[config.mk]
export PLATFORM = sky130hd
export DESIGN_NAME = axis_frame_generator
export DESIGN_NICKNAME = d
export VERILOG_FILES = /design/src/rtl/axis_frame_generator.sv
export SDC_FILE = /design/constraint.sdc
export NUM_CORES = 1
export LEC_CHECK = 0
export ABC_AREA = 1
export CAP_MARGIN = 5
export CORE_MARGIN = 5
export CORE_UTILIZATION = 45
export CTS_BUF_LIST = sky130_fd_sc_hd__clkbuf_16
export DETAILED_ROUTE_END_ITERATION = 7
export PLACE_DENSITY = 0.67
export SYNTH_ARGS = -nofsm -noshare
export SYNTH_HDL_FRONTEND = slang
export SYNTH_SLANG_ARGS = --single-unit
[constraint.sdc]
create_clock -name clk -period 5.55 [get_ports clk]
set_clock_uncertainty 0.1 [all_clocks]
set_input_delay 0.555 -clock clk [delete_from_list [all_inputs] [get_ports clk]]
set_output_delay 0.555 -clock clk [all_outputs]
set_load 0.01 [all_outputs]
[src/rtl/axis_frame_generator.sv]
// axis_frame_generator: command-driven AXI4-Stream frame source.
// Define AXIS_FRAME_GEN_SUM_EN to add the exp_sum/exp_sum_valid outputs.
module axis_frame_generator #(
    parameter int DATA_WIDTH = 16,
    parameter int LEN_WIDTH  = 10,
    parameter int MAX_LENGTH = 1000,
    parameter int SUM_WIDTH  = 32
) (
    input  logic                              clk,
    input  logic                              resetn,
    output logic                              s_cmd_tready,
    input  logic                              s_cmd_tvalid,
    input  logic [2*DATA_WIDTH+LEN_WIDTH-1:0] s_cmd_tdata,
    input  logic                              m_tready,
    output logic                              m_tvalid,
    output logic [DATA_WIDTH-1:0]             m_tdata,
    output logic                              m_tlast,
    output logic                              busy,
    output logic                              cmd_err
`ifdef AXIS_FRAME_GEN_SUM_EN
    ,
    output logic [SUM_WIDTH-1:0]              exp_sum,
    output logic                              exp_sum_valid
`endif
);

    typedef enum logic {IDLE, SEND} state_e;

    localparam logic [LEN_WIDTH-1:0] MAX_L = LEN_WIDTH'(MAX_LENGTH);
    localparam logic [LEN_WIDTH-1:0] ONE   = LEN_WIDTH'(1);
    localparam logic [LEN_WIDTH-1:0] TWO   = LEN_WIDTH'(2);

    state_e                state_q, state_d;
    logic                  rdy_q, rdy_d;
    logic                  vld_q, vld_d;
    logic [DATA_WIDTH-1:0] data_q, data_d;
    logic                  last_q, last_d;
    logic                  busy_q, busy_d;
    logic                  err_q, err_d;
    logic [DATA_WIDTH-1:0] step_q, step_d;
    logic [LEN_WIDTH-1:0]  len_q, len_d;
    logic [LEN_WIDTH-1:0]  cnt_q, cnt_d;

    logic [LEN_WIDTH-1:0]  cmd_len;
    logic [DATA_WIDTH-1:0] cmd_start;
    logic [DATA_WIDTH-1:0] cmd_step;
    logic                  cmd_hs;
    logic                  cmd_ok;
    logic                  beat_hs;

    assign cmd_len   = s_cmd_tdata[LEN_WIDTH-1:0];
    assign cmd_start = s_cmd_tdata[LEN_WIDTH +: DATA_WIDTH];
    assign cmd_step  = s_cmd_tdata[LEN_WIDTH+DATA_WIDTH +: DATA_WIDTH];
    assign cmd_hs    = s_cmd_tvalid && rdy_q;
    assign cmd_ok    = (cmd_len != '0) && (cmd_len <= MAX_L);
    assign beat_hs   = vld_q && m_tready;

    always_comb begin
        state_d = state_q;
        rdy_d   = rdy_q;
        vld_d   = vld_q;
        data_d  = data_q;
        last_d  = last_q;
        busy_d  = busy_q;
        err_d   = err_q;
        step_d  = step_q;
        len_d   = len_q;
        cnt_d   = cnt_q;
        unique case (state_q)
            IDLE: begin
                rdy_d = 1'b1;
                if (cmd_hs) begin
                    if (cmd_ok) begin
                        state_d = SEND;
                        rdy_d   = 1'b0;
                        vld_d   = 1'b1;
                        data_d  = cmd_start;
                        last_d  = (cmd_len == ONE);
                        busy_d  = 1'b1;
                        step_d  = cmd_step;
                        len_d   = cmd_len;
                        cnt_d   = '0;
                    end else begin
                        err_d = 1'b1;
                    end
                end
            end
            SEND: begin
                if (beat_hs) begin
                    if (last_q) begin
                        state_d = IDLE;
                        vld_d   = 1'b0;
                        last_d  = 1'b0;
                        busy_d  = 1'b0;
                        rdy_d   = 1'b1;
                    end else begin
                        data_d = data_q + step_q;
                        cnt_d  = cnt_q + ONE;
                        // next beat is last when its index reaches len-1
                        last_d = (cnt_q + TWO == len_q);
                    end
                end
            end
            default: state_d = IDLE;
        endcase
    end

    always_ff @(posedge clk) begin
        if (!resetn) begin
            state_q <= IDLE;
            rdy_q   <= 1'b0;
            vld_q   <= 1'b0;
            data_q  <= '0;
            last_q  <= 1'b0;
            busy_q  <= 1'b0;
            err_q   <= 1'b0;
            step_q  <= '0;
            len_q   <= '0;
            cnt_q   <= '0;
        end else begin
            state_q <= state_d;
            rdy_q   <= rdy_d;
            vld_q   <= vld_d;
            data_q  <= data_d;
            last_q  <= last_d;
            busy_q  <= busy_d;
            err_q   <= err_d;
            step_q  <= step_d;
            len_q   <= len_d;
            cnt_q   <= cnt_d;
        end
    end

    assign s_cmd_tready = rdy_q;
    assign m_tvalid     = vld_q;
    assign m_tdata      = data_q;
    assign m_tlast      = last_q;
    assign busy         = busy_q;
    assign cmd_err      = err_q;

`ifdef AXIS_FRAME_GEN_SUM_EN
    logic [SUM_WIDTH-1:0] acc_q;
    logic [SUM_WIDTH-1:0] sum_q;
    logic                 sum_vld_q;
    logic [SUM_WIDTH-1:0] beat_sx;

    assign beat_sx = {{(SUM_WIDTH-DATA_WIDTH){data_q[DATA_WIDTH-1]}}, data_q};

    always_ff @(posedge clk) begin
        if (!resetn) begin
            acc_q     <= '0;
            sum_q     <= '0;
            sum_vld_q <= 1'b0;
        end else begin
            sum_vld_q <= 1'b0;
            if (state_q == IDLE && cmd_hs && cmd_ok) begin
                acc_q <= '0;
            end else if (beat_hs) begin
                acc_q <= acc_q + beat_sx;
                if (last_q) begin
                    sum_q     <= acc_q + beat_sx;
                    sum_vld_q <= 1'b1;
                end
            end
        end
    end

    assign exp_sum       = sum_q;
    assign exp_sum_valid = sum_vld_q;
`endif

endmodule
Yosys cells after proc, flatten, opt, wreduce, memory -nomap -nowiden
Cells that the tools add are included.
W data, S select, Z words.
{"block": "totals", "elab_cells": 62, "inputBits": 46, "register_bits": 57, "out_inout_bits": 21}
{"block": "op_classes", "reduce_logical": 10, "eq_ne": 7, "order_cmp": 1, "addsub": 3, "n_bitwise": 2, "mux": 30}
{"operator": "$mux W16", "n": 4}
{"operator": "$mux W10", "n": 4}
{"operator": "$pmux W16 S2", "n": 1}
{"operator": "$pmux W10 S2", "n": 1}
{"operator": "$add A16 B16 Y16", "n": 1}
{"operator": "$mux W1", "n": 16}
{"operator": "$add A10 B1 Y10 const B", "n": 1}
{"operator": "$add A10 B2 Y10 const B", "n": 1}
{"operator": "$eq A10 B1 Y1 const B", "n": 1}
{"operator": "$eq A10 B10 Y1", "n": 1}
{"operator": "$le A10 B10 Y1 const B", "n": 1}
{"operator": "$reduce_bool A10 Y1", "n": 1}
{"operator": "$reduce_and A3 Y1", "n": 3}
{"operator": "$pmux W1 S2", "n": 4}
{"operator": "$reduce_and A4 Y1", "n": 2}
{"operator": "$ne A2 B2 Y1 const B", "n": 3}
{"operator": "$ne A2 B1 Y1 const B", "n": 2}
{"operator": "$logic_and A1 B1 Y1", "n": 3}
{"operator": "$not A1 Y1", "n": 2}
{"operator": "$reduce_and A2 Y1", "n": 1}

Longest topological paths before layout
{"block": "depth", "word_depth": 5, "ltp_mapped": 13, "mapped_depth_nobuf": 13}

Worst setup path after synthesis
Ideal clock, no wire load.
{"block": "synth_path", "path_kind": "reg-to-reg", "start": "reg data_q[0] (netlist: m_tdata[0])", "end": "reg data_q[8] (netlist: m_tdata[8])", "arrival_ns": 1.675, "setup_time_ns": 0.113, "path_slack_ns": 3.662, "path_stages_with_launch": 10, "required_time_ns": 5.337, "cell_sequence": "dfxtp_1 > ha_1 > fa_1 > nand3_1 > nand3_1 > a21oi_1 > xor2_1 > nor2_1 > nor2_1 > nor2_1"}
{"block": "synth_between", "elab_chain_len": 4}
{"item": "from (decl)", "line": "36", "rtl": "logic [DATA_WIDTH-1:0] data_q, data_d;"}
{"item": "from (signal assigned)", "line": "124", "rtl": "data_q <= data_d;"}
{"item": "$add A16 B16 Y16", "line": "97", "rtl": "data_d = data_q + step_q;"}
{"item": "$mux W16", "line": "90", "rtl": "if (last_q) begin"}
{"item": "$mux W16", "line": "89", "rtl": "if (beat_hs) begin"}
{"item": "$pmux W16 S2", "line": "69", "rtl": "unique case (state_q)"}
No other way between the ends. The select of a mux whose other input is x is not followed.
A chain may end at the register's enable or synchronous reset.

Worst setup path in the final report
{"block": "layout_path", "start": "reg state_q", "end": "reg data_q[8] (netlist: m_tdata[8])"}
{"block": "layout_between", "elab_chain_len": 3}
{"item": "from (decl)", "line": "33", "rtl": "state_e state_q, state_d;"}
{"item": "from (signal assigned)", "line": "121", "rtl": "state_q <= state_d;"}
{"item": "$not A1 Y1 (no line)"}
{"item": "$ne A2 B2 Y1 (no line)"}
{"item": "$reduce_and A4 Y1 (no line)"}
Several ways; a longest one is shown, not always the timed one.

==> flow_metrics.env <==
export IMPL_status="complete, no violations"
export IMPL_rows=34
export IMPL_placed_area_um2=4570
export IMPL_clk_path_buf_depth=2
export IMPL_final_common_cell="nand2_1"
export IMPL_ys_ff_latch=57
export IMPL_synthDistinctLibCells=38
export IMPL_grt_pass1_vias=3624
export IMPL_fin_nets=712
export IMPL_mappedNetlistNets=654
export IMPL_io_buffers=66
export IMPL_synthTopCellsByArea="dfxtp_1, nand2_1, nor2_1"
export IMPL_synth_ff_type="dfxtp_1"
export IMPL_synth_top_cell_area_share=0.293
export IMPL_max_freq_ghz=0.439
export IMPL_min_path_cells=2
export IMPL_synth_edff_count=0
export IMPL_grt_antenna_before_repair=0
export IMPL_layout_min_cycle_time_ns=2.28
export IMPL_ant_nets=0
export IMPL_finalCritPeriodShare=0.411
export IMPL_mostFrequentLayoutCells="nand2_1, nor2_1, clkdlybuf4s50_1"
export IMPL_grt_pass1_wl_um=16900
export IMPL_num_antenna_cells=0
export IMPL_cts_buffers=9
export IMPL_post_cts_buffers=0
export IMPL_die_x_um=103
export IMPL_totalWireLength_um=10200
export IMPL_slew_viol_final=0
export IMPL_yosys_area_top_type="dfxtp_1"
export IMPL_htree_levels=3
export IMPL_start_util=0.453
export IMPL_drt_iter0_markers=162
export IMPL_die_y_um=103
export IMPL_start_kind="register"
export IMPL_routed_via_density=5.04
export IMPL_fin_setup_tns_ns=0
export IMPL_wl_per_cell_um=13.4
export IMPL_grt_max_degree=42
export IMPL_drive_above_1_share=0.0905
export IMPL_power_density_nw_per_um2=440
export IMPL_worstPathMaxFanout=41
export IMPL_endpoint_kind="register"
export IMPL_peakVddDrop_v=0.000257
export IMPL_ys_async_sr_fraction=0
export IMPL_syn2layout_area_growth_pct=24.4
export IMPL_reg2reg_depth=12
export IMPL_worstPathArrival_ns=2.40
export IMPL_clkSlewWorstSetupHoldPaths_ns=0.05
export IMPL_drc=0
export IMPL_hpwl_um=7290
export IMPL_clock_sinks=57
export IMPL_worst_hold_slack_ns=0.367
export IMPL_cts_root_buf="clkbuf_16"
export IMPL_power_leakage_nw=2.10
export IMPL_tightest_slew_ns=0.547
export IMPL_maxCapViolCount=0
export IMPL_core_area_um2=8590
export IMPL_maxSlewHeadroom=0.635
export IMPL_setup_viol=0
export IMPL_netlist_instances=590
export IMPL_cts_repair_resized=0
export IMPL_seq_area_frac_synth=0.293
export IMPL_gr_usage_all_layers=0.202
export IMPL_yosys_warnings=0
export IMPL_cts_tree="yes"
export IMPL_rsz0062_at_grt="no"
export IMPL_die_area_um2=10600
export IMPL_fillers=847
export IMPL_grt_ovfl_total=0
export IMPL_hold_class="reg2reg"
export IMPL_ios=67
export IMPL_place_congestion=0.880
export IMPL_synthesis_area_um2=3890
export IMPL_finalHoldViolations=0
export IMPL_syn_area_per_cell_um2=6.60
export IMPL_dr_total_vias=3831
export IMPL_holdBufCountCts=0
export IMPL_drtPass1Iterations=5
export IMPL_cp_required_ns=5.67
export IMPL_clk_insertion_delay_late_ns=0.33
export IMPL_path_class="reg2reg"
export IMPL_stdcell_area_um2=4850
through the flow:
stage	setup WS (ns)	instances	util	power [W]
floorplan	3.66	590	-	0.00135
CTS	3.26	760	0.564	0.00215
global placement	2.98	745	0.531	0.00159
detailed placement	2.95	745	0.531	0.00161
finish	3.27	760	0.564	0.00213
global route	3.06	760	0.564	0.00230
final cells by class:
cell class	count	area [um2]	share of cell area
multi-input cells	450	2370	0.489
flip-flops and latches	57	1140	0.235
repair buffers	69	683	0.141
inverters	61	236	0.0488
clock buffers	9	225	0.0465
well taps	108	135	0.0279
clock inverters	6	53.8	0.0111
worst max-delay path: stages, from the launching register on:
cell     delay, ns
dfxtp_1       0.30
buf_4         0.26
inv_4         0.27
nor2_4        0.17
inv_2         0.06
nor2_4        0.09
inv_2         0.09
nand2_8       0.10
nand2_8       0.14
inv_6         0.29
nand2_1       0.09
nor2_1        0.10
nor2_1        0.05
flip-flops by register name, summed over array words and instances (netlist names):
name / flops
len_q: 10
busy: 1
s_cmd_tready: 1
step_q: 16
m_tdata: 16
cnt_q: 10
m_tlast: 1
state_q: 1
cmd_err: 1
routing by layer:
metal,vias to the layer above,share of wire,wire [um],GRT usage
met3,10,0.056,573,0.0413
met2,108,0.45,4590,0.335
met5,-,0,0,0
met1,1732,0.48,4860,0.267
met4,0,0.013,128,0.0538
li1,1981,-,-,-
cell usage after synthesis, types with 10 or more instances:
master / count
nand2_1: 169
nor2_1: 91
dfxtp_1: 57
inv_1: 56
a21oi_1: 34
nand3_1: 32
o21ai_0: 21
ha_1: 17
a21oi_2: 13
nand3_2: 13
xor2_1: 13
o21ai_1: 10
xnor2_1: 10
where the power goes:
part / internal, W / switching [W] / leakage (nW)
Combinational: 0.000390 / 0.000613 / 1.49
Sequential: 0.000516 / 0.0000842 / 0.465
Clock: 0.000339 / 0.000191 / 0.145
Total: 0.00124 / 0.000888 / 2.10
final timing paths:
path	from	end	slack, ns
min reg2reg	cmd_err	cmd_err	0.37
max reg2reg	state_q	m_tdata[8]	3.27
min	cmd_err	cmd_err	0.37
max	state_q	m_tdata[8]	3.27
cell families (layout without fill, tap and decap cells):
logic type | Yosys count | after routing | share of synthesized area
AOI/OAI and AO/OA | 79 | 79 | 0.115
buffers and inverters | 83 | 145 | 0.0983
and+or+nand+nor | 330 | 330 | 0.383
DFF | 57 | 57 | 0.293
xor gates and xnor gates | 23 | 23 | 0.0517
adders and majority gates | 18 | 18 | 0.0597
(Power assumes the default switching activity.)
